`config.mk`:
```
export PLATFORM = sky130hd
export DESIGN_NAME = serial_subtractor
export DESIGN_NICKNAME = d
export VERILOG_FILES = /design/src/rtl/serial_subtractor.sv
export SDC_FILE = /design/constraint.sdc
export NUM_CORES = 1
export LEC_CHECK = 0
export CORE_MARGIN = 4
export CORE_UTILIZATION = 25
export CTS_BUF_LIST = sky130_fd_sc_hd__clkbuf_4 sky130_fd_sc_hd__clkbuf_8
export CTS_CLUSTER_DIAMETER = 200
export DETAILED_ROUTE_END_ITERATION = 10
export GPL_ROUTABILITY_DRIVEN = 0
export REMOVE_ABC_BUFFERS = 1
export SKIP_LAST_GASP = 1
export SLEW_MARGIN = 20
export SYNTH_ARGS = -nofsm -noshare
export SYNTH_HDL_FRONTEND = slang
export SYNTH_SLANG_ARGS = --single-unit
export TNS_END_PERCENT = 1
```
`constraint.sdc`:
```
create_clock -name clk -period 1.7 [get_ports clk]
set_input_delay 0.34 -clock clk [delete_from_list [all_inputs] [get_ports clk]]
set_output_delay 0.34 -clock clk [all_outputs]
set_load 0.01 [all_outputs]
```
`src/rtl/serial_subtractor.sv`:
```
// Bit-serial LSB-first subtractor: d = a - b over WIDTH cycles, reusing one
// full-subtractor cell with a borrow flop carried between bit positions.
module serial_subtractor #(
    parameter int WIDTH = 8
) (
    input  logic             clk,
    input  logic             rst,
    input  logic             start,
    input  logic [WIDTH-1:0] a,
    input  logic [WIDTH-1:0] b,
    output logic             busy,
    output logic             dbit,
    output logic             dvalid,
    output logic [WIDTH-1:0] d,
    output logic             bout,
    output logic             done
);

    // Counter only has to reach WIDTH-1, but is sized for WIDTH so it never wraps.
    localparam int CW = (WIDTH < 2) ? 1 : $clog2(WIDTH + 1);
    localparam logic [CW-1:0] LAST = CW'(WIDTH - 1);

    typedef enum logic [1:0] {
        S_IDLE,
        S_SHIFT,
        S_DONE
    } state_e;

    state_e           state_q, state_d;
    logic [WIDTH-1:0] a_sr_q, a_sr_d;
    logic [WIDTH-1:0] b_sr_q, b_sr_d;
    logic [WIDTH-1:0] d_q, d_d;
    logic [CW-1:0]    cnt_q, cnt_d;
    logic             borrow_q, borrow_d;
    logic             bout_q, bout_d;

    logic x, y, diff, brn;
    logic [WIDTH-1:0] d_shift;

    always_comb begin
        x    = a_sr_q[0];
        y    = b_sr_q[0];
        diff = x ^ y ^ borrow_q;
        brn  = (~x & y) | (~(x ^ y) & borrow_q);
        // New difference bit enters at the MSB so d ends up in natural order.
        d_shift            = d_q >> 1;
        d_shift[WIDTH-1]   = diff;
    end

    always_comb begin
        state_d  = state_q;
        a_sr_d   = a_sr_q;
        b_sr_d   = b_sr_q;
        d_d      = d_q;
        cnt_d    = cnt_q;
        borrow_d = borrow_q;
        bout_d   = bout_q;
        unique case (state_q)
            S_IDLE: begin
                if (start) begin
                    state_d  = S_SHIFT;
                    a_sr_d   = a;
                    b_sr_d   = b;
                    d_d      = '0;
                    cnt_d    = '0;
                    borrow_d = 1'b0;
                    bout_d   = 1'b0;
                end
            end
            S_SHIFT: begin
                a_sr_d   = a_sr_q >> 1;
                b_sr_d   = b_sr_q >> 1;
                d_d      = d_shift;
                borrow_d = brn;
                cnt_d    = cnt_q + CW'(1);
                if (cnt_q == LAST) begin
                    state_d = S_DONE;
                    bout_d  = brn;
                end
            end
            S_DONE:  state_d = S_IDLE;
            default: state_d = S_IDLE;
        endcase
    end

    always_ff @(posedge clk or posedge rst) begin
        if (rst) begin
            state_q  <= S_IDLE;
            a_sr_q   <= '0;
            b_sr_q   <= '0;
            d_q      <= '0;
            cnt_q    <= '0;
            borrow_q <= 1'b0;
            bout_q   <= 1'b0;
        end else begin
            state_q  <= state_d;
            a_sr_q   <= a_sr_d;
            b_sr_q   <= b_sr_d;
            d_q      <= d_d;
            cnt_q    <= cnt_d;
            borrow_q <= borrow_d;
            bout_q   <= bout_d;
        end
    end

    assign busy   = (state_q == S_SHIFT);
    assign dvalid = busy;
    assign dbit   = busy & diff;
    assign done   = (state_q == S_DONE);
    assign d      = d_q;
    assign bout   = bout_q;

endmodule

```
# [Yosys cells after proc, flatten, opt, wreduce, memory -nomap -nowiden]
# Index checks and enable logic that the tools add are counted.
[classes] addsub=1 mul=0 div_mod_pow=0 magnitude_cmp=0 n_eq_ne=5 shift=0 n_mux=15 bitwise_logic=8 n_reduce_logical=5
[op_table] operator="$pmux 8 s2" count=3
[op_table] operator="$mux 8" count=3
[op_table] operator="$pmux 4 s2" count=1
[op_table] operator="$add 4x1->4 const B" count=1
[op_table] operator="$eq 4x3->1 const B" count=1
[op_table] operator="$mux 2" count=2
[op_table] operator="$mux 4" count=1
[op_table] operator="$pmux 1 s2" count=2
[op_table] operator="$pmux 2 s2" count=1
[op_table] operator="$reduce_and 2->1" count=2
[op_table] operator="$and 1x1->1" count=3
[op_table] operator="$reduce_and 3->1" count=1
[op_table] operator="$eq 2x1->1 const B" count=1
[op_table] operator="$eq 2x2->1 const B" count=1
[op_table] operator="$logic_not 2->1" count=1
[op_table] operator="$mux 1" count=2
[op_table] operator="$ne 2x1->1 const B" count=1
[op_table] operator="$ne 2x2->1 const B" count=1
[op_table] operator="$not 1->1" count=2
[op_table] operator="$reduce_bool 2->1" count=1
[op_table] operator="$xor 1x1->1" count=2
[op_table] operator="$or 1x1->1" count=1
[totals] ff_bits=32 latch_bits=0 ram_bits=0 rom_bits=0 input_bits=19 out_inout_bits=13 word_cells=41 n_memories=0

# [Depth between registers and ports, before layout]
[depth] depth_word=6 ltp_mapped=5 mapped_depth_nobuf=4

# [Worst setup path after synthesis]
# OpenSTA, ideal clock, no wires.
[synth_path] path_kind="register to output" startpoint="register b_sr_q[0]" endpoint="output port dbit" arrival_ps=1037 required_ps=1360 slack_ps=323 stages_incl_launch_ff=3 n_path_buf=0 cell_sequence="dfrtp_1 -> fa_1 -> nor2_1"
[synth_via] elab_chain_len=3
[synth_rtl] item="from (decl)" line="31" source="logic [WIDTH-1:0] b_sr_q, b_sr_d;"
[synth_rtl] item="from (signal assigned)" line="98" source="b_sr_q <= b_sr_d;"
[synth_rtl] item="$xor 1x1->1 (2 in series)" line="43" source="diff = x ^ y ^ borrow_q;"
[synth_rtl] item="$and 1x1->1" line="108" source="assign dbit = busy & diff;"
[synth_rtl] item="to (decl)" line="12" source="output logic dbit,"
# Every way passes these cells.

# [Worst setup path after layout]
[layout_path] startpoint="register state_q[1]" endpoint="output port busy"
[layout_via] elab_chain_len=1
[layout_rtl] item="from (decl)" line="29" source="state_e state_q, state_d;"
[layout_rtl] item="from (signal assigned)" line="96" source="state_q <= state_d;"
[layout_rtl] item="$eq 2x1->1" line="106" source="assign busy = (state_q == S_SHIFT);"
[layout_rtl] item="to (decl)" line="11" source="output logic busy,"
# Every way passes these cells.

==> impl_results.md <==
* Worst-path clk slew at ~0.06 ns
* Top_reg_cell synth: dfrtp_1
* H-tree levels at 2
* Data required time of the critical path at roughly 1.4 ns
* Yosys top cell area share at a little under three fifths
* Synth Cell Area at 1450 um^2
* TNS Setup at -0.185 ns
* Remaining Overflow, GRT at 0
* Post-synth EDFFs at 0
* Period utilisation layout at 108%
* Crit path max fanout at 3
* Fmax at 0.547 GHz
* Worst R2R Setup Slack at 0.42 ns
* Min Hold Slack at 0.445 ns
* Total GRT Usage at 9.39%
* Final Cell Area at 1970 um^2
* Core Box Area at 5570 um^2
* CTS max path bufs at 2
* Initial antenna violation count at 0
* Avg WL per Cell at 12.3 um
* Synth top area cells: dfrtp_1, and3b_1, a22o_1
* Routed wire length at 2.99 mm
* Initial drt markers at 58
* Maximum VDD drop at 0.551 mV
* Latest clock arrival within the worst-skew pair at 0.27 ns
* I/O pin count at 32
* Worst-margin pin slew at 0.400 ns
* Avg Cell Area, Syn at 10.9 um^2
* Synth area leader: dfrtp_1
* M1 WL at 1.39 mm
* Async SR Flop Fraction at 100%
* Synth top cells by count: dfrtp_1, nand2_1, a21oi_1, and3b_1, a22o_1
* Mapped Cells at 133
* Crit end category: primary output
* First-pass GRT wire length at roughly 5.3 mm
* Status: finished with violations
* DP HPWL at 2.13 mm
* Port Buf Inserts at 31
* Die area at 7090 um^2
* Final ANT Viol Nets at 0
* Cells after DPL at 237
* Nets at 193
* LEAKAGE at between 0.9 and 1 nW
* Final WS setup at -0.129 ns
* CP Launch Type: register
* Worst Skew at 0.00725 ns
* Failing checks: negative setup slack
* Distinct cells, synth at 29
* Final min period at between 1.5 and 2 ns
* Drt drc at 0
* Share of layout cells above drive strength 1 at 14.5%
* Post-Layout Cell Count at 244
* Vias in the first global route at 1126
* Crit path arrival time at between 1 and 1.5 ns
* Slew HR at approximately 73%
* Placed inst area at 1880 um^2
* CTS tree: yes
* Area Overhead vs Synth at 35.5%
* Final setup viols at 2
* DIE HEIGHT at 84.2 um
* Reg area at around 800 um^2
* Pre-antenna DRT Iters at 4
* Met2 wire length at ~1.5 mm
* ANT cells at 0
* CP Class: register to primary output
* Fin util at between 30% and 40%
* Final hold violation count at 0
* Most numerous cell in the Yosys netlist: dfrtp_1
* Clock root buffer: clkbuf_8
* Number of CTS-inserted buffers at 5
* Total power at 3.06 mW
* Synth Warn # at 0
* Worst Hold Class: primary input to async pin
* CTS sink count at 32
* Final slew viol count at 0
* # Max-Cap Violations at 0
* Largest net degree at the start of global routing at 33
* Top layer used by detailed routing: met4
* Layout fillers at 575
* # rows at 27
* R2R cell count at 4
* Seq/Total Area, Yosys at 55.2%
* Via Count at 1068
* PD cells at ~1600 nW/um^2
* Die Wd at 84.2 um
* Seq cells post-synth at 32
* Via-to-Cell Ratio at 4.38
* Initial Utilization at 26.0%
* RSZ-0062 raised after global routing: true
* Area of the multi-input gates at slightly below 600 um^2
* Post-CTS repair timing setup buffer count at 0
* Metal3 WL at between 100 and 150 um
* Pre-CTS setup slack at -0.224 ns
## power breakdown
part | switching (mW) | internal (mW)
clock network | 0.260 | 0.294
registers | 0.206 | 1.05
logic | 0.555 | 0.698
total | 1.02 | 2.04
## repair_timing
item | CTS | global route
hold buffers | 0 | 0
pin swaps | 0 | 1
setup endpoints to repair | 4 | 3
gates resized for setup | 6 | 3
## routing by layer
layer  track usage, %  vias up
met2             15.4       17
met3             3.24        2
met1             11.4      498
met5                0        -
li1                 -      551
met4             3.51        0
## logic make-up after synthesis
logic type,after synthesis,synth area share [%]
AOI/OAI and AO/OA,47,20.8
and+or+nand+nor,35,14.6
DFF,32,55.2
buffers and inverters,14,5.17
muxes,3,2.07
adders and majority gates,2,2.24
## cell type report
cell class,count,share of cell area [%]
clock inverters,1,0.254
inverters,3,0.573
flip-flops and latches,32,40.8
clock buffers,6,3.88
repair buffers,43,20.4
multi-input cells,87,29.6
well taps,72,4.58
## cells in the final DEF (no fill, tap or decap), drive strengths merged, types with 2 or more instances in the layout
master and instances:
mux2i 3, and3b 13, nand2b 2, o21ai 15, clkdlybuf4s50 28, a22o 12, a21oi 13, buf 13
inv 3, clkbuf 6, dfrtp 32, nand2 15
## flip-flops by register name, indices dropped and copies added (netlist names)
name and count:
a_sr_q 8, b_sr_q 8, borrow_q 1, bout 1, cnt_q 4, d 8
state_q 2
## final timing paths
check | start | endpoint
setup / recovery | state_q[1]$_DFFE_PP0P_ | busy
hold / removal | rst | a_sr_q[0]$_DFFE_PP0P_
setup reg to reg | state_q[1]$_DFFE_PP0P_ | b_sr_q[7]$_DFFE_PP0P_
hold reg to reg | cnt_q[3]$_DFFE_PP0P_ | cnt_q[3]$_DFFE_PP0P_
max in group asynchronous | rst | state_q[0]$_DFFE_PP0P_
min in group clk | cnt_q[3]$_DFFE_PP0P_ | cnt_q[3]$_DFFE_PP0P_
## worst max-delay path: stages, from the launching register on
cell and delay, ns:
dfrtp_1 0.39, nand2b_1 0.20, inv_2 0.09, clkdlybuf4s50_1 0.53
(Power assumes the default switching activity.)
